File: src/rtl/uart_fifo_core.sv
// Full-duplex UART with TX/RX FIFOs, 16x-oversampled receive, sticky errors and a register port.
// Define UART_LOOPBACK_EN to add ie[3], which routes tx internally back into the receiver.
module uart_fifo_core #(
    parameter int unsigned TX_DEPTH = 16,
    parameter int unsigned RX_DEPTH = 16,
    parameter int unsigned DIV_W    = 16
) (
    input  logic             clk,
    input  logic             rst,
    input  logic             rx,
    output logic             tx,
    input  logic             eight,
    input  logic             pen,
    input  logic             ohel,
    input  logic [DIV_W-1:0] baud_div,
    input  logic             wr_en,
    input  logic             rd_en,
    input  logic [1:0]       addr,
    input  logic [7:0]       wdata,
    output logic [7:0]       rdata,
    output logic             irq
);
    localparam int unsigned TxAw = $clog2(TX_DEPTH);
    localparam int unsigned RxAw = $clog2(RX_DEPTH);
`ifdef UART_LOOPBACK_EN
    localparam int unsigned IeW = 4;
`else
    localparam int unsigned IeW = 3;
`endif

    typedef enum logic [2:0] {StIdle, StStart, StData, StParity, StStop} state_e;

    logic [7:0]     tx_mem [TX_DEPTH];
    logic [7:0]     rx_mem [RX_DEPTH];
    logic [TxAw:0]  tx_wp_q, tx_rp_q;
    logic [RxAw:0]  rx_wp_q, rx_rp_q;
    logic           tx_empty, tx_full, rx_empty, rx_full;
    logic           tx_push, tx_load, rx_evt, rx_push, rx_pop, rx_perr, stat_rd;
    logic           ovf_q, ferr_q, perr_q, irq_q, tx_idle;
    logic [IeW-1:0] ie_q;
    logic [7:0]     tx_head;

    assign tx_empty = tx_wp_q == tx_rp_q;
    assign tx_full  = (tx_wp_q ^ tx_rp_q) == {1'b1, {TxAw{1'b0}}};
    assign rx_empty = rx_wp_q == rx_rp_q;
    assign rx_full  = (rx_wp_q ^ rx_rp_q) == {1'b1, {RxAw{1'b0}}};
    assign tx_push  = wr_en && addr == 2'd0 && !tx_full;
    assign rx_pop   = rd_en && addr == 2'd0 && !rx_empty;
    assign stat_rd  = rd_en && addr == 2'd1;
    assign tx_head  = tx_mem[tx_rp_q[TxAw-1:0]];

    // Free-running oversample tick shared by the receiver
    logic [DIV_W-1:0] div_q;
    logic             tick;
    assign tick = div_q >= baud_div;

    // Transmitter; its own divider restarts at load so bit edges are exact
    state_e           tx_st_q;
    logic [DIV_W-1:0] tx_div_q;
    logic [3:0]       tx_tcnt_q;
    logic [2:0]       tx_bit_q;
    logic [7:0]       tx_sh_q;
    logic             tx_eight_q, tx_pen_q, tx_par_q, tx_q, tx_bit_end;

    assign tx_bit_end = (tx_div_q >= baud_div) && (tx_tcnt_q == 4'd15);
    assign tx_load    = !tx_empty && (tx_st_q == StIdle || (tx_st_q == StStop && tx_bit_end));
    assign tx_idle    = tx_empty && tx_st_q == StIdle;

    // Receiver
    state_e     rx_st_q;
    logic       rx_in, rx_s1_q, rx_s2_q, rx_prev_q;
    logic [3:0] rx_tcnt_q;
    logic [2:0] rx_bit_q;
    logic [7:0] rx_sh_q;
    logic       rx_eight_q, rx_pen_q, rx_ohel_q, rx_pbit_q;

    assign rx_evt  = rx_st_q == StStop && tick && rx_tcnt_q == 4'd15;
    assign rx_push = rx_evt && !rx_full;
    assign rx_perr = rx_pen_q && (rx_pbit_q != (^rx_sh_q ^ rx_ohel_q));

`ifdef UART_LOOPBACK_EN
    assign rx_in = ie_q[3] ? tx_q : rx;
    assign tx    = ie_q[3] ? 1'b1 : tx_q;
`else
    assign rx_in = rx;
    assign tx    = tx_q;
`endif

    always_ff @(posedge clk) begin
        if (tx_push) tx_mem[tx_wp_q[TxAw-1:0]] <= wdata;
        if (rx_push) rx_mem[rx_wp_q[RxAw-1:0]] <= rx_sh_q;
    end

    always_ff @(posedge clk or negedge rst) begin
        if (!rst) begin
            div_q   <= '0;
            tx_wp_q <= '0;
            tx_rp_q <= '0;
            rx_wp_q <= '0;
            rx_rp_q <= '0;
            ovf_q   <= 1'b0;
            ferr_q  <= 1'b0;
            perr_q  <= 1'b0;
            ie_q    <= '0;
            irq_q   <= 1'b0;
        end else begin
            div_q <= tick ? '0 : div_q + 1'b1;
            if (tx_push) tx_wp_q <= tx_wp_q + 1'b1;
            if (tx_load) tx_rp_q <= tx_rp_q + 1'b1;
            if (rx_push) rx_wp_q <= rx_wp_q + 1'b1;
            if (rx_pop)  rx_rp_q <= rx_rp_q + 1'b1;
            // A flag raised in the same cycle as a status read survives the clear
            ovf_q  <= (ovf_q && !stat_rd) || (rx_evt && rx_full);
            ferr_q <= (ferr_q && !stat_rd) || (rx_evt && !rx_s2_q);
            perr_q <= (perr_q && !stat_rd) || (rx_evt && rx_perr);
            if (wr_en && addr == 2'd1) ie_q <= wdata[IeW-1:0];
            irq_q <= (ie_q[0] && !rx_empty) || (ie_q[1] && tx_empty) ||
                     (ie_q[2] && (ovf_q || ferr_q || perr_q));
        end
    end

    always_ff @(posedge clk or negedge rst) begin
        if (!rst) begin
            tx_st_q    <= StIdle;
            tx_div_q   <= '0;
            tx_tcnt_q  <= '0;
            tx_bit_q   <= '0;
            tx_sh_q    <= '0;
            tx_eight_q <= 1'b1;
            tx_pen_q   <= 1'b0;
            tx_par_q   <= 1'b0;
            tx_q       <= 1'b1;
        end else begin
            case (tx_st_q)
                StStart:  tx_q <= 1'b0;
                StData:   tx_q <= tx_sh_q[0];
                StParity: tx_q <= tx_par_q;
                default:  tx_q <= 1'b1;
            endcase
            if (tx_load) begin
                tx_st_q    <= StStart;
                tx_div_q   <= '0;
                tx_tcnt_q  <= '0;
                tx_sh_q    <= tx_head;
                tx_eight_q <= eight;
                tx_pen_q   <= pen;
                tx_par_q   <= ^(tx_head & {eight, 7'h7f}) ^ ohel;
            end else if (tx_st_q != StIdle) begin
                if (tx_div_q >= baud_div) begin
                    tx_div_q  <= '0;
                    tx_tcnt_q <= tx_tcnt_q + 4'd1;
                end else begin
                    tx_div_q <= tx_div_q + 1'b1;
                end
                if (tx_bit_end) begin
                    case (tx_st_q)
                        StStart: begin
                            tx_st_q  <= StData;
                            tx_bit_q <= '0;
                        end
                        StData: begin
                            tx_sh_q  <= tx_sh_q >> 1;
                            tx_bit_q <= tx_bit_q + 3'd1;
                            if (tx_bit_q == (tx_eight_q ? 3'd7 : 3'd6)) begin
                                tx_st_q <= tx_pen_q ? StParity : StStop;
                            end
                        end
                        StParity: tx_st_q <= StStop;
                        default:  tx_st_q <= StIdle;
                    endcase
                end
            end
        end
    end

    always_ff @(posedge clk or negedge rst) begin
        if (!rst) begin
            rx_s1_q    <= 1'b1;
            rx_s2_q    <= 1'b1;
            rx_prev_q  <= 1'b1;
            rx_st_q    <= StIdle;
            rx_tcnt_q  <= '0;
            rx_bit_q   <= '0;
            rx_sh_q    <= '0;
            rx_eight_q <= 1'b1;
            rx_pen_q   <= 1'b0;
            rx_ohel_q  <= 1'b0;
            rx_pbit_q  <= 1'b0;
        end else begin
            rx_s1_q   <= rx_in;
            rx_s2_q   <= rx_s1_q;
            rx_prev_q <= rx_s2_q;
            case (rx_st_q)
                StIdle: begin
                    if (rx_prev_q && !rx_s2_q) begin
                        rx_st_q    <= StStart;
                        rx_tcnt_q  <= '0;
                        rx_bit_q   <= '0;
                        rx_sh_q    <= '0;
                        rx_eight_q <= eight;
                        rx_pen_q   <= pen;
                        rx_ohel_q  <= ohel;
                    end
                end
                StStart: begin
                    if (tick) begin
                        if (rx_tcnt_q == 4'd7) begin
                            rx_tcnt_q <= '0;
                            rx_st_q   <= rx_s2_q ? StIdle : StData;
                        end else begin
                            rx_tcnt_q <= rx_tcnt_q + 4'd1;
                        end
                    end
                end
                default: begin
                    if (tick) begin
                        rx_tcnt_q <= rx_tcnt_q + 4'd1;
                        if (rx_tcnt_q == 4'd15) begin
                            case (rx_st_q)
                                StData: begin
                                    rx_sh_q[rx_bit_q] <= rx_s2_q;
                                    rx_bit_q <= rx_bit_q + 3'd1;
                                    if (rx_bit_q == (rx_eight_q ? 3'd7 : 3'd6)) begin
                                        rx_st_q <= rx_pen_q ? StParity : StStop;
                                    end
                                end
                                StParity: begin
                                    rx_pbit_q <= rx_s2_q;
                                    rx_st_q   <= StStop;
                                end
                                default: rx_st_q <= StIdle;
                            endcase
                        end
                    end
                end
            endcase
        end
    end

    always_comb begin
        rdata = '0;
        if (rd_en) begin
            case (addr)
                2'd0: if (!rx_empty) rdata = rx_mem[rx_rp_q[RxAw-1:0]] & {eight, 7'h7f};
                2'd1: rdata = {2'b00, tx_idle, ovf_q, ferr_q, perr_q, !tx_full, !rx_empty};
                2'd2: rdata = 8'(ie_q);
                default: rdata = '0;
            endcase
        end
    end

    assign irq = irq_q;

endmodule
File: config.mk
export PLATFORM = sky130hd
export DESIGN_NAME = uart_fifo_core
export DESIGN_NICKNAME = d
export VERILOG_FILES = /design/src/rtl/uart_fifo_core.sv
export SDC_FILE = /design/constraint.sdc
export NUM_CORES = 1
export LEC_CHECK = 0
export CORE_MARGIN = 1
export CORE_UTILIZATION = 40
export CTS_BUF_LIST = sky130_fd_sc_hd__clkbuf_2 sky130_fd_sc_hd__clkbuf_4 sky130_fd_sc_hd__clkbuf_8
export DETAILED_ROUTE_END_ITERATION = 7
export PLACE_DENSITY = 0.56
export SETUP_SLACK_MARGIN = 0.02
export SLEW_MARGIN = 10
export SYNTH_ARGS = -nofsm -noshare
export SYNTH_HDL_FRONTEND = slang
export SYNTH_SLANG_ARGS = --single-unit
File: constraint.sdc
create_clock -name clk -period 4.7 [get_ports clk]
set_clock_uncertainty 0.1 [all_clocks]
set_input_delay 0.47 -clock clk [delete_from_list [all_inputs] [get_ports clk]]
set_output_delay 0.47 -clock clk [all_outputs]
set_load 0.02 [all_outputs]
==> results.md <==
* Pin count of the biggest net entering global routing at 54
* Mapped cell area at 0.0162 mm²
* Dpl cell area at 0.0171 mm²
* Cell variety after synth at 64
* Slew HR at 30.0%
* CP max-delay cell: dfrtp_2
* Pins over their slew limit at 0
* Largest area contributor in the netlist: edfxtp_1
* Reg-to-Reg Start: tx_rp_q[3]
* Vias in the first global route at 9457
* Die width at 203 µm
* Post-synth ARST share at 29.3%
* All-Layer GR Usage at 18.2%
* Sequential share of the synthesized area at 64.0%
* Worst hold-check path type: input pin to asynchronous set/reset pin
* Avg Cell Area, Syn at 14.6 µm²
* Worst R2R End: tx_mem[13][4]
* CTS tree: yes
* I/O Buffers at 43
* WP data required at 4.13 ns
* GP Congestion at 0.818
* Reg clk slew, reported paths at about 0.070 ns
* Die Span Y at 203 µm
* Setup tns final at 0 ns
* Synth Flop Type: edfxtp_1
* Pre-antenna DRT Iters at 5
* Clk sink count at roughly 360
* CTS-repair resized insts at 0
* Mux share of post-synthesis cell area at 11.4%
* CP Max Fanout at 19
* Area Overhead vs Synth at 14.1%
* Final period util at between 90% and 100%
* Post-Synthesis Cells at 1104
* WS Path Type: flop to output pin
* Commonest non-fill, non-tap cell in the layout: edfxtp_1
* Post-Synth XOR/XNOR Area at 3.79%
* RSZ-0062 raised after global routing: false
* Boundary Pins at 44
* Worst VDD drop at 0.000204 V
* Arrival time worst endpoint at about 3.7 ns
* Length in cells of the worst reg-to-reg path at 6
* DIE AREA at 0.0412 mm²
* Pwr/cell area at 435 mW/mm²
* WL/cell at just over 20 µm
* WL final at 36300 µm
* Cells along the critical path: buf_12 > xnor2_1 > nand4_1 > nor2_1 > nor3_1 > and2_1 > and3_1 > clkdlybuf4s50_1
* CP startpoint kind: flop
* Clock Latency Late Sink at 0.65 ns
* Final Hold Fails at 0
* Setup crit end kind: output pin
* Share of cells above drive strength 1 at ~17%
* CTS Buffer Depth at 3
* Initial antenna violation count at 0
* Number of synthesized flops with an enable pin at 256
* Core box area at 0.0398 mm²
* Reg2Reg Setup Slack at 1.41 ns
* Synth top area cells: edfxtp_1, dfrtp_1, mux4_2, ha_1, nand2_1
* Worst slew pin tran at about 1.0 ns
* CTS Buf Count at 61
* Root Buffer Master: clkbuf_8
* Global-route wire length before repair at around 56000 µm
* Vias per inst at 5.35
* Simple-gate share of the synthesized area at 9.51%
* Antenna-violating nets left at 0
* Static leakage at between 0.006 and 0.007 µW
* Compound-Gate Fraction of Synth Area at between 5 and 6%
* Mapped Nets at around 1200
* Final setup vio count at 0
* DR DRC count at 0
* Flops & latches, synth at 362
* Most frequent cells in the layout: edfxtp_1, nand2_1, dfrtp_1, clkbuf_8, mux4_2
* Largest family of logic cells by synthesized area: multiplexers
* Starting DRT DRC Count at roughly 760
* CTS H-tree lvls at 2
* Final min period at 4.31 ns
* HPWL Detailed at 24000 µm
* GRT overflow at 0
* Synthesis warning total at 0
* Design area at about 0.018 mm²
* Worst path max stage delay at just over 0.7 ns
* Number of max-cap violations at 0
* Area share of fa/ha/maj cells after synthesis at 3.72%
* Fmax at 232 MHz
* Synth top area share at 47.6%
* Initial Util at between 40 and 50%
* Run status: finished, final reports clean
* # rows at 73
* Via Count at 9381
* Final #Nets at 1259
==> cell type report <==
type | count | area [µm²]
fillers | 3529 | 21400
flip-flops and latches | 362 | 10400
multi-input cells | 658 | 5430
clock buffers | 88 | 1100
well taps | 525 | 657
repair buffers | 60 | 571
clock inverters | 24 | 196
inverters | 34 | 128
diodes | 1 | 2.50
==> synth_stat cells (all sizes together) (3+ instances only) <==
| cell | count |
|---|---|
| edfxtp | 256 |
| dfrtp | 100 |
| nand2 | 100 |
| mux4 | 67 |
| nor2 | 64 |
| ha | 48 |
| o21ai | 45 |
| xnor2 | 42 |
| inv | 33 |
| and3 | 30 |
| nand3 | 29 |
| xor2 | 27 |
| buf | 25 |
| clkbuf | 25 |
| mux2i | 24 |
| a21oi | 22 |
| nand4 | 16 |
| nor3 | 16 |
| nor2b | 15 |
| nand2b | 13 |
| a21o | 12 |
| and2 | 9 |
| mux2 | 7 |
| a22oi | 6 |
| dfstp | 6 |
| a31oi | 5 |
| nand3b | 5 |
| nor3b | 5 |
| o31ai | 5 |
| o21a | 4 |
| or3 | 4 |
| a2111oi | 3 |
| a22o | 3 |
| a32o | 3 |
| o211ai | 3 |
==> metal layers <==
metal | GRT usage [%] | vias up | wire, µm
met4 | 5.42 | 0 | 595
li1 | - | 4312 | -
met1 | 26.0 | 4811 | 17200
met2 | 28.3 | 213 | 17000
met3 | 3.26 | 45 | 1560
met5 | 0 | - | 0
==> worst max-delay path by stage <==
stage                startpoint            to
floorplan           baud_div[9]  rx_mem[3][0]
global placement    baud_div[9]  rx_mem[0][4]
detailed placement  baud_div[5]      tx_pen_q
CTS                  rx_rp_q[0]      rdata[7]
global route         rx_rp_q[0]      rdata[7]
finish               rx_rp_q[0]      rdata[7]
==> repair_timing <==
item / in CTS / in global routing
endpoints found under the hold margin: 95 / 0
buffers inserted: 0 / 0
endpoints found under the setup margin: 0 / 0
hold buffers: 1 / 0
==> critical path: cells and delay by family (launching register included) <==
kind,cells,cell delay (ns)
flip-flops,1,0.71
XOR/XNOR,1,0.09
buffers and inverters,2,0.89
AND/OR/NAND/NOR,5,1.37
==> report_power, final <==
group          switching (µW)  leakage [µW]  internal, µW
combinational             669       0.00256           577
sequential                246       0.00337          3590
clock                    1270      0.000689          1680
total                    2190       0.00662          5840
==> cell families (layout without fill, tap and decap cells) <==
| group | count (synthesis) | in the layout |
|---|---|---|
| fa+ha+maj | 48 | 48 |
| flops | 362 | 362 |
| compound gates | 129 | 129 |
| other cells | 0 | 1 |
| simple gates | 314 | 314 |
| xor+xnor | 69 | 69 |
| buf+inv | 84 | 206 |
| mux | 98 | 98 |
==> per-stage QoR <==
step	worst slack, ns	utilization (%)	cells	hold slack [ns]	total power (µW)
4_1_cts	0.278	46.3	1751	0.0474	8130
2_1_floorplan	1.67	-	1104	0.0744	4750
5_1_grt	0.0383	46.3	1751	0.0627	8390
3_3_place_gp	1.06	43.0	1638	0.219	5150
6_report	0.393	46.3	1752	0.0954	8030
3_5_place_dp	1.04	43.0	1638	0.215	5160
==> registers in the layout, summed over array words and instances, names as in the netlist, 3 cells and up <==
signal,count
tx_mem,128
ie_q,3
rx_wp_q,5
tx_st_q,3
tx_sh_q,8
rx_sh_q,8
rx_st_q,3
div_q,16
rx_bit_q,3
tx_bit_q,3
rx_mem,128
tx_div_q,16
tx_tcnt_q,4
rx_rp_q,5
rx_tcnt_q,4
tx_wp_q,5
tx_rp_q,5
Note: power is estimated with default switching activity, not from simulation.
